<file path="src/rtl/abr_params_pkg.sv">
// Shared memory-interface types and sizing for the ABR memory responder.
// Holds the request encodings, the request struct and the responder FSM states.
package abr_params_pkg;

   localparam int unsigned MLDSA_K            = 8;
   localparam int unsigned MLDSA_N            = 256;
   localparam int unsigned ABR_MEM_DEPTH      = MLDSA_K * (MLDSA_N / 4) * 2;
   localparam int unsigned ABR_MEM_ADDR_WIDTH = 15;
   localparam int unsigned ABR_MEM_DATA_WIDTH = 96;

   typedef enum logic [1:0] {
      RW_IDLE  = 2'b00,
      RW_READ  = 2'b01,
      RW_WRITE = 2'b10
   } rw_op_e;

   typedef struct packed {
      rw_op_e                        rd_wr_en;
      logic [ABR_MEM_ADDR_WIDTH-1:0] addr;
   } mem_if_t;

   typedef enum logic {
      RSP_ACTIVE = 1'b0,
      RSP_WIPE   = 1'b1
   } rsp_state_e;

endpackage

</file>
<file path="src/rtl/abr_mem_responder.sv">
// Front-end for an external 1R1W SRAM: range/protocol checking, write-first
// read bypass, registered response flags and a full zeroize sweep.
module abr_mem_responder
   import abr_params_pkg::*;
#(
   parameter int unsigned DEPTH  = ABR_MEM_DEPTH,
   parameter int unsigned DATA_W = ABR_MEM_DATA_WIDTH
) (
   input  logic                          clk,
   input  logic                          reset_n,
   input  logic                          zeroize,
   input  mem_if_t                       rd_req,
   input  mem_if_t                       wr_req,
   input  logic [DATA_W-1:0]             wr_data,
   output logic [DATA_W-1:0]             rd_data,
   output logic                          rd_valid,
   output logic                          sram_rd_en,
   output logic                          sram_wr_en,
   output logic [ABR_MEM_ADDR_WIDTH-1:0] sram_rd_addr,
   output logic [ABR_MEM_ADDR_WIDTH-1:0] sram_wr_addr,
   output logic [DATA_W-1:0]             sram_wdata,
   input  logic [DATA_W-1:0]             sram_rdata,
   output logic                          busy,
   output logic                          addr_err,
   output logic                          proto_err,
   output logic                          req_drop
);

   localparam int unsigned       AW        = ABR_MEM_ADDR_WIDTH;
   localparam logic [AW:0]       DEPTH_EXT = (AW+1)'(DEPTH);
   localparam logic [AW-1:0]     WIPE_LAST = AW'(DEPTH - 1);

   rsp_state_e          state, state_nxt;
   logic [AW-1:0]       wipe_cnt, wipe_cnt_nxt;

   logic                accept;
   logic                rd_ok, rd_oor, wr_ok, wr_oor;
   logic                proto_hit, drop_hit, bypass_hit;
   logic                rd_oor_q, bypass_q;
   logic [DATA_W-1:0]   bypass_data_q;

   // Requests are only honoured in ACTIVE and never in the cycle zeroize is seen
   always_comb begin
      accept     = (state == RSP_ACTIVE) && !zeroize;
      rd_ok      = accept && (rd_req.rd_wr_en == RW_READ)  && ({1'b0, rd_req.addr} <  DEPTH_EXT);
      rd_oor     = accept && (rd_req.rd_wr_en == RW_READ)  && ({1'b0, rd_req.addr} >= DEPTH_EXT);
      wr_ok      = accept && (wr_req.rd_wr_en == RW_WRITE) && ({1'b0, wr_req.addr} <  DEPTH_EXT);
      wr_oor     = accept && (wr_req.rd_wr_en == RW_WRITE) && ({1'b0, wr_req.addr} >= DEPTH_EXT);
      proto_hit  = accept &&
                   (((rd_req.rd_wr_en != RW_IDLE) && (rd_req.rd_wr_en != RW_READ)) ||
                    ((wr_req.rd_wr_en != RW_IDLE) && (wr_req.rd_wr_en != RW_WRITE)));
      drop_hit   = !accept && ((rd_req.rd_wr_en != RW_IDLE) || (wr_req.rd_wr_en != RW_IDLE));
      bypass_hit = rd_ok && wr_ok && (rd_req.addr == wr_req.addr);
   end

   always_ff @(posedge clk or negedge reset_n) begin
      if (!reset_n) begin
         state    <= RSP_ACTIVE;
         wipe_cnt <= '0;
      end else begin
         state    <= state_nxt;
         wipe_cnt <= wipe_cnt_nxt;
      end
   end

   always_comb begin
      state_nxt    = state;
      wipe_cnt_nxt = wipe_cnt;
      case (state)
         RSP_ACTIVE: begin
            if (zeroize) begin
               state_nxt    = RSP_WIPE;
               wipe_cnt_nxt = '0;
            end
         end
         RSP_WIPE: begin
            if (zeroize) begin
               wipe_cnt_nxt = '0;
            end else if (wipe_cnt == WIPE_LAST) begin
               state_nxt    = RSP_ACTIVE;
               wipe_cnt_nxt = '0;
            end else begin
               wipe_cnt_nxt = wipe_cnt + AW'(1);
            end
         end
      endcase
   end

   always_comb begin
      busy         = (state == RSP_WIPE);
      sram_rd_en   = 1'b0;
      sram_rd_addr = '0;
      sram_wr_en   = 1'b0;
      sram_wr_addr = '0;
      sram_wdata   = '0;
      if (busy) begin
         sram_wr_en   = 1'b1;
         sram_wr_addr = wipe_cnt;
      end else if (wr_ok) begin
         sram_wr_en   = 1'b1;
         sram_wr_addr = wr_req.addr;
         sram_wdata   = wr_data;
      end
      if (rd_ok) begin
         sram_rd_en   = 1'b1;
         sram_rd_addr = rd_req.addr;
      end
   end

   always_ff @(posedge clk or negedge reset_n) begin
      if (!reset_n) begin
         rd_valid      <= 1'b0;
         rd_oor_q      <= 1'b0;
         bypass_q      <= 1'b0;
         bypass_data_q <= '0;
         addr_err      <= 1'b0;
         proto_err     <= 1'b0;
         req_drop      <= 1'b0;
      end else begin
         rd_valid  <= rd_ok || rd_oor;
         rd_oor_q  <= rd_oor;
         bypass_q  <= bypass_hit;
         if (bypass_hit) begin
            bypass_data_q <= wr_data;
         end
         addr_err  <= rd_oor || wr_oor;
         proto_err <= proto_hit;
         req_drop  <= drop_hit;
      end
   end

   // SRAM read returns the pre-write word on a collision, so the bypass copy wins
   always_comb begin
      rd_data = '0;
      if (rd_valid && !rd_oor_q) begin
         rd_data = bypass_q ? bypass_data_q : sram_rdata;
      end
   end

endmodule

</file>
<file path="config.mk">
export PLATFORM = sky130hd
export DESIGN_NAME = abr_mem_responder
export DESIGN_NICKNAME = d
export VERILOG_FILES = /design/src/rtl/abr_params_pkg.sv /design/src/rtl/abr_mem_responder.sv
export SDC_FILE = /design/constraint.sdc
export NUM_CORES = 1
export LEC_CHECK = 0
export BUFFER_PORTS_ARGS = -buffer_cell sky130_fd_sc_hd__clkbuf_2
export CORE_AREA = 2 2 179 181
export CTS_BUF_LIST = sky130_fd_sc_hd__clkbuf_2 sky130_fd_sc_hd__clkbuf_4 sky130_fd_sc_hd__clkbuf_8
export DETAILED_ROUTE_END_ITERATION = 7
export DIE_AREA = 0 0 181 183
export HOLD_SLACK_MARGIN = 0.08
export MAX_ROUTING_LAYER = met4
export SKIP_LAST_GASP = 1
export SYNTH_ARGS = -nofsm -noshare
export SYNTH_HDL_FRONTEND = slang
export SYNTH_SLANG_ARGS = --single-unit
export TNS_END_PERCENT = 50
</file>
<file path="constraint.sdc">
create_clock -name clk -period 3.8 [get_ports clk]
set_clock_uncertainty 0.1 [all_clocks]
set_input_delay 0.38 -clock clk [delete_from_list [all_inputs] [get_ports clk]]
set_output_delay 0.38 -clock clk [all_outputs]
set_load 0.02 [all_outputs]
</file>
==> impl_metrics.py, run 1 <==
metrics = {
    "status": {
        "status": "finished, final reports clean",
    },
    "place": {
        "dp_hpwl_um": 18900,
        "gp_congestion": 0.906,
        "dpl_worst_slack_ps": 609,
        "io_buffer_count": 452,
    },
    "timing": {
        "hold_viol_final": 0,
        "setup_tns_ps": 0,
        "rsz0062_at_grt": "no",
        "final_max_slew_viol_count": 0,
        "max_freq_mhz": 329,
        "worst-slew-pin-transition_ps": 1120,
        "hold_slack_ps": 124,
        "setup_ws_ps": 760,
        "fin_crit_sh_pct": 80.0,
        "relSlewSlack_pct": 25.5,
        "finalSetupViolCount": 0,
        "min_period_ps": 3040,
    },
    "logic_synthesis": {
        "synth.avg_cell_area_um2": 10.5,
        "yosysWarningCount": 0,
        "ys_top_cells_by_area": "dfrtp_1 40%, mux2i_1 13%, and2_1 9.6%",
        "ys.flop_type": "dfrtp_1",
        "async_reset_ff_share_pct": 100,
        "synthAdderAreaFrac_pct": 0.171,
        "ys_ff_latch": 118,
        "synth_area_um2": 7310,
        "synth.top_cell.area_share_pct": 40.4,
        "synthCells": 698,
        "synth-simple-area-share_pct": 19.9,
        "synth_edf_count": 0,
        "netlist.top_cell.by_area": "dfrtp_1",
        "synth_common_cells": "118 x dfrtp_1, 112 x and2_1, 110 x nor2_1",
        "synth.most_common_cell": "dfrtp_1",
        "ys_seq_area_share_pct": 40.4,
        "synth.area.mux_share_pct": 30.1,
        "yosysUniqueCellTypes": 46,
        "synth_xor_area_share_pct": 2.04,
        "synth_top_family_by_area": "multiplexers",
        "synth_compound_area_share_pct": 3.70,
    },
    "job": {
        "maxCapViolations": 0,
    },
    "clocking": {
        "post_cts_resized": 0,
        "cts.path.max_buffers": 2,
        "clock-sinks": 118,
        "cts_setup_buffers": 0,
        "clk_pin_slew_worst_paths_ps": 80,
        "clkLatencyLatePin_ps": 430,
        "cts_hold_buf": 82,
        "ctsHtreeMaxLevel": 4,
        "root_buffer": "clkbuf_8",
        "numCtsBuffers": 17,
        "cts_tree": "done",
    },
    "floorplanning": {
        "die_y_um": 183,
        "dieArea_um2": 33100,
        "pin_count": 458,
        "core_um2": 31200,
        "rows": 65,
        "dieWidth_um": 181,
        "initial_core_util_pct": 23.4,
    },
    "power_and_ir_drop": {
        "vdd_drop_max_mv": 0.149,
        "p_leak_uw": 0.00595,
        "powerDensity_nw_per_um2": 257,
        "p_total_uw": 2880,
    },
    "final_layout": {
        "drive_gt1_share_pct": 49.1,
        "final_util_pct": 36.0,
        "nNetsFinal": 1439,
        "syn_to_final_growth_pct": 53.6,
    },
    "routing": {
        "vias": 7033,
        "firstDrtPassIters": 4,
        "drt-wirelength-per-cell_um": 15.8,
        "postRouteAntennaNets": 0,
        "finalWirelength_um": 25700,
        "dr.first_iter.drc_count": 207,
        "remaining_drc_errors": 0,
        "vias_per_cell": 4.33,
    },
    "setup_path": {
        "path_cells": "buf_4, nor2_1, nand3b_1, nor3_4, buf_12, and2_1, clkbuf_2",
        "slowest_delay_ps": 380,
        "end_kind": "primary output",
        "cp-start-kind": "register",
        "critPathTopFamily": "simple AND/OR/NAND/NOR gates",
        "crit_buf_inv": 3,
        "arrival_ps": 2560,
        "path_class": "register to primary output",
        "crit_fanout": 108,
        "crit_path_top_delay_cell": "dfrtp_1",
        "required_ps": 3320,
    },
    "grt": {
        "grt_pass1_wl_um": 39500,
        "antenna_found_initial": 2,
        "grt.total_usage_pct": 15.6,
        "overflow": 0,
        "grt_max_degree": 109,
        "first_global_vias": 7046,
    },
    "worst_hold_path": {
        "hold_class": "primary input to register",
    },
}
==> worst register-to-register path, stage by stage, from the launching register on <==
cell     delay, ps
dfrtp_1        380
or2_1          310
nor3b_2        240
and3_1         470
nand4_4        420
buf_4          450
mux2_2         430
==> cells in the final DEF (no fill, tap or decap), types with 11 or more instances in the layout <==
| master | n |
|---|---|
| dlygate4sd3_1 | 83 |
| and2_1 | 112 |
| mux2_2 | 57 |
| mux2i_1 | 96 |
| dfrtp_1 | 117 |
| xnor2_1 | 11 |
| a22o_1 | 11 |
| nor2_1 | 110 |
| clkbuf_8 | 17 |
| mux2_4 | 40 |
| clkbuf_2 | 451 |
==> flip-flops by register name, summed over array words and instances, names as in the netlist <==
name,count
bypass_data_q,96
wipe_cnt,15
addr_err,1
busy,1
bypass_q,1
proto_err,1
rd_oor_q,1
rd_valid,1
req_drop,1
==> final cells by class <==
cell class,instances,area [um2]
antenna,2,5.00
clock buffer,20,256
clock inverter,12,178
fill,3170,20000
inverter,1,3.75
multi-input combinational,528,4120
sequential,118,2960
tap,402,503
timing repair buffer,543,3210
==> power breakdown <==
part	internal (uW)	switching [uW]	total [uW]
combinational	181	145	325
sequential	1260	3.89	1260
clock	739	557	1300
total	2180	706	2880
==> worst paths after layout <==
kind | slack [ps] | startpoint | cells after the start | to
min in group asynchronous | 460 | reset_n | 2 | bypass_data_q[9]
min | 120 | wr_data[21] | 2 | bypass_data_q[21]
max reg2reg | 890 | busy | 6 | bypass_data_q[12]
max in group asynchronous | 2270 | reset_n | 3 | bypass_q
min reg2reg | 410 | bypass_data_q[20] | 1 | bypass_data_q[20]
max | 760 | busy | 7 | sram_wdata[5]
==> per-stage QoR <==
step	instance area (um2)	std cells
2_1_floorplan	7330	702
3_3_place_gp	9960	1509
3_5_place_dp	9960	1509
4_1_cts	11200	1623
5_1_grt	11200	1626
6_report	11200	1626
==> cells by family after synthesis <==
family / after synthesis
AND/OR/NAND/NOR: 274
multiplexers: 193
flip-flops: 118
buffers and inverters: 56
AO/OA/AOI/OAI: 38
XOR/XNOR: 17
adder cells (fa/ha/maj): 1
other: 1
==> routing by layer <==
layer	share of wire [%]	wire length [um]	global-route usage [%]	up-vias
li1	-	-	-	3414
met1	42	10900	18.7	3305
met2	50	12900	26.8	294
met3	5.7	1470	2.58	20
met4	1.8	455	4.91	0
met5	0	0	-	-
Note: power is estimated with default switching activity, not from simulation.
==> inputs of run 2 (changes only) <==
--- a/config.mk
+++ b/config.mk
@@ -5,11 +5,12 @@
 export SDC_FILE = /design/constraint.sdc
 export NUM_CORES = 1
 export LEC_CHECK = 0
+export ABC_AREA = 1
 export BUFFER_PORTS_ARGS = -buffer_cell sky130_fd_sc_hd__clkbuf_2
-export CORE_AREA = 2 2 179 181
+export CORE_AREA = 2 2 178 180
 export CTS_BUF_LIST = sky130_fd_sc_hd__clkbuf_2 sky130_fd_sc_hd__clkbuf_4 sky130_fd_sc_hd__clkbuf_8
 export DETAILED_ROUTE_END_ITERATION = 7
-export DIE_AREA = 0 0 181 183
+export DIE_AREA = 0 0 180 182
 export HOLD_SLACK_MARGIN = 0.08
 export MAX_ROUTING_LAYER = met4
 export SKIP_LAST_GASP = 1
==> constraint.sdc (replaced) <==
create_clock -name clk -period 3.1 [get_ports clk]
set_clock_uncertainty 0.1 [all_clocks]
set_input_delay 0.31 -clock clk [delete_from_list [all_inputs] [get_ports clk]]
set_output_delay 0.31 -clock clk [all_outputs]
set_load 0.02 [all_outputs]
==> run 2 against run 1 <==
  * Clock power grew 18%
  * Wire length is 19% higher
  * Final cell count is 33% higher
  * Die area is 1.1% lower
  * Highest routed layer unchanged
  * Critical endpoint is now sram_rd_addr[6]
  * Largest power group is now registers
  * Final area increased by 4.4%
==> impl_metrics.py, run 2 <==
metrics = {
    "power_and_ir_drop": {
        "seqPwrFrac_pct": 43.5,
        "p_leak_uw": 0.00713,
        "p_int_uw": 2680,
        "switching_share_pct": 24.5,
        "vdd_drop_max_mv": 0.206,
        "switchingPower_uw": 870,
        "power_frac_comb_pct": 13.1,
        "p_total_uw": 3550,
        "powerDensity_nw_per_um2": 303,
        "clock_power_share_pct": 43.4,
    },
    "logic_synthesis": {
        "yosysUniqueCellTypes": 27,
        "synth_edf_count": 0,
        "synth.top_cell.area_share_pct": 38.3,
        "ys_top_cells_by_area": "dfrtp_1 38%, nand2_1 24%, inv_1 7.2%",
        "synth.avg_cell_area_um2": 6.21,
        "yosysWarningCount": 0,
        "async_reset_ff_share_pct": 100,
        "netlist.top_cell.by_area": "dfrtp_1",
        "ys_seq_area_share_pct": 38.3,
        "synth.most_common_cell": "nand2_1",
        "synth_common_cells": "497 x nand2_1, 147 x inv_1, 135 x nor2_1",
        "ys.flop_type": "dfrtp_1",
        "synth_area_um2": 7720,
        "synthCells": 1242,
        "ys_ff_latch": 118,
    },
    "timing": {
        "relSlewSlack_pct": 39.8,
        "min_period_ps": 2910,
        "setup_tns_ps": 0,
        "max_freq_mhz": 344,
        "fin_crit_sh_pct": 93.9,
        "final_max_slew_viol_count": 0,
        "finalSetupViolCount": 0,
        "rsz0062_at_grt": "yes",
        "worst-slew-pin-transition_ps": 903,
        "hold_viol_final": 0,
    },
    "final_layout": {
        "syn_to_final_growth_pct": 51.9,
        "reg_top3": "bypass_data_q (96), wipe_cnt (15)",
        "layout_commonest_cell": "nand2_1",
        "fill_cells": 3355,
        "largest_register_ffs": 96,
        "drive_gt1_share_pct": 29.0,
        "regMostFlops": "bypass_data_q",
        "design_area_um2": 11700,
        "most-common-layout-cells": "495 x nand2_1, 451 x clkbuf_2, 147 x inv_1",
        "nNetsFinal": 1984,
    },
    "place": {
        "dp_hpwl_um": 21800,
        "place_area_um2": 10300,
        "io_buffer_count": 452,
        "gp_congestion": 0.887,
    },
    "clocking": {
        "cts_tree": "done",
        "clkLatencyLatePin_ps": 410,
        "numCtsBuffers": 17,
        "clock-sinks": 118,
        "ctsHtreeMaxLevel": 4,
        "cts.path.max_buffers": 2,
        "clk_pin_slew_worst_paths_ps": 80,
        "root_buffer": "clkbuf_8",
    },
    "worst_hold_path": {
        "hold_depth": 3,
        "hold_class": "primary input to register",
        "min_from": "wr_req[15]",
        "whs_endpoint": "proto_err",
    },
    "setup_path": {
        "r2r_slack_ps": 730,
        "cp-start-kind": "primary input",
        "crit_path_top_delay_cell": "dlygate4sd3_1",
        "rr_startpoint": "busy",
        "path_class": "primary input to primary output",
        "slowest_delay_ps": 550,
        "crit_buf_inv": 4,
        "end_kind": "primary output",
        "required_ps": 2690,
        "worst-r2r-cell-count": 8,
        "path_cells": "dlygate4sd3_1, clkbuf_2, nand2_1, dlygate4sd3_1, nor2_1, nand3_2, nor2_1, clkbuf_2",
        "r2r_end": "bypass_data_q[55]",
        "crit_fanout": 10,
        "startpoint": "rd_req[15]",
        "arrival_ps": 2500,
        "critPathTopFamily": "buffers and inverters",
    },
    "grt": {
        "grt_pass1_wl_um": 48700,
        "first_global_vias": 9438,
        "antenna_found_initial": 1,
        "grt.total_usage_pct": 18.8,
        "grt_max_degree": 76,
        "overflow": 0,
    },
    "floorplanning": {
        "rows": 65,
        "pin_count": 458,
        "core_um2": 31000,
        "dieWidth_um": 180,
        "die_y_um": 182,
        "dieArea_um2": 32800,
        "initial_core_util_pct": 24.9,
    },
    "routing": {
        "drt-wirelength-per-cell_um": 14.1,
        "postRouteAntennaNets": 0,
        "firstDrtPassIters": 8,
        "remaining_drc_errors": 0,
        "vias": 9703,
        "finalWirelength_um": 30500,
        "vias_per_cell": 4.48,
        "dr.first_iter.drc_count": 605,
    },
    "job": {
        "maxCapViolations": 0,
    },
    "status": {
        "status": "finished, final reports clean",
    },
}
-- run 2: per-layer routing --
layer	GRT usage, %	part of all wire, %	vias to the layer above
met5	-	0	-
met4	6.15	2.1	0
met3	3.27	5.5	47
met2	32.3	50	362
met1	22.3	42	4495
li1	-	-	4799
-- run 2: power groups by stage --
stage               clock [uW]  combinational, uW  sequential [uW]
global route              1680                518             1550
floorplan                    0                121             1580
detailed placement           0                363             1580
finish                    1540                466             1550
global placement             0                362             1580
CTS                       1600                465             1550
-- run 2: worst max path at each step --
stage	cells after the start	endpoint	slack, ps
2_1_floorplan	8	sram_wdata[56]	1020
3_3_place_gp	7	sram_wr_addr[7]	680
3_5_place_dp	7	sram_wr_addr[4]	590
4_1_cts	8	sram_rd_addr[6]	50
5_1_grt	7	sram_wr_addr[4]	-50
6_report	8	sram_rd_addr[6]	190
-- run 2: kinds of logic after synthesis --
| group | after synthesis | share of synthesized area, % |
|---|---|---|
| and+or+nand+nor | 755 | 39.3 |
| buffers and inverters | 231 | 12.7 |
| AOI/OAI and AO/OA | 125 | 8.29 |
| DFF | 118 | 38.3 |
| xor gates and xnor gates | 11 | 1.25 |
| adders and majority gates | 1 | 0.162 |
| other | 1 | 0.0486 |
-- run 2: cell type report --
class                      instances  area (um2)  share of cell area, %
clock buffer                      20         263                   2.24
tap                              402         503                   4.29
sequential                       118        2960                   25.2
antenna                            1        2.50                 0.0213
timing repair buffer             571        3450                   29.4
inverter                         149         561                   4.78
clock inverter                    10         156                   1.33
multi-input combinational        897        3830                   32.7
-- run 2: stage by stage --
stage                     std cells  hold WS, ps  util [%]  setup slack [ps]
final                          2168          126      37.8               191
after floorplan                1246        -85.6         -              1020
after CTS                      2167         90.2      37.8              47.8
after global routing           2168         99.6      37.8             -45.3
after global placement         2036          171      33.2               683
after detailed placement       2036          172      33.2               588
-- run 2: repair_timing --
item / 4_1_cts / 5_1_grt
resized for setup: 0 / 2
endpoints found under the setup margin: 0 / 54
endpoints found under the hold margin: 125 / 0
setup buffers: 0 / 0
hold buffers: 101 / 0
-- run 2: worst min-delay path: stages --
cell,delay (ps)
clkbuf_2,110
nor2_1,60
nor2_1,120
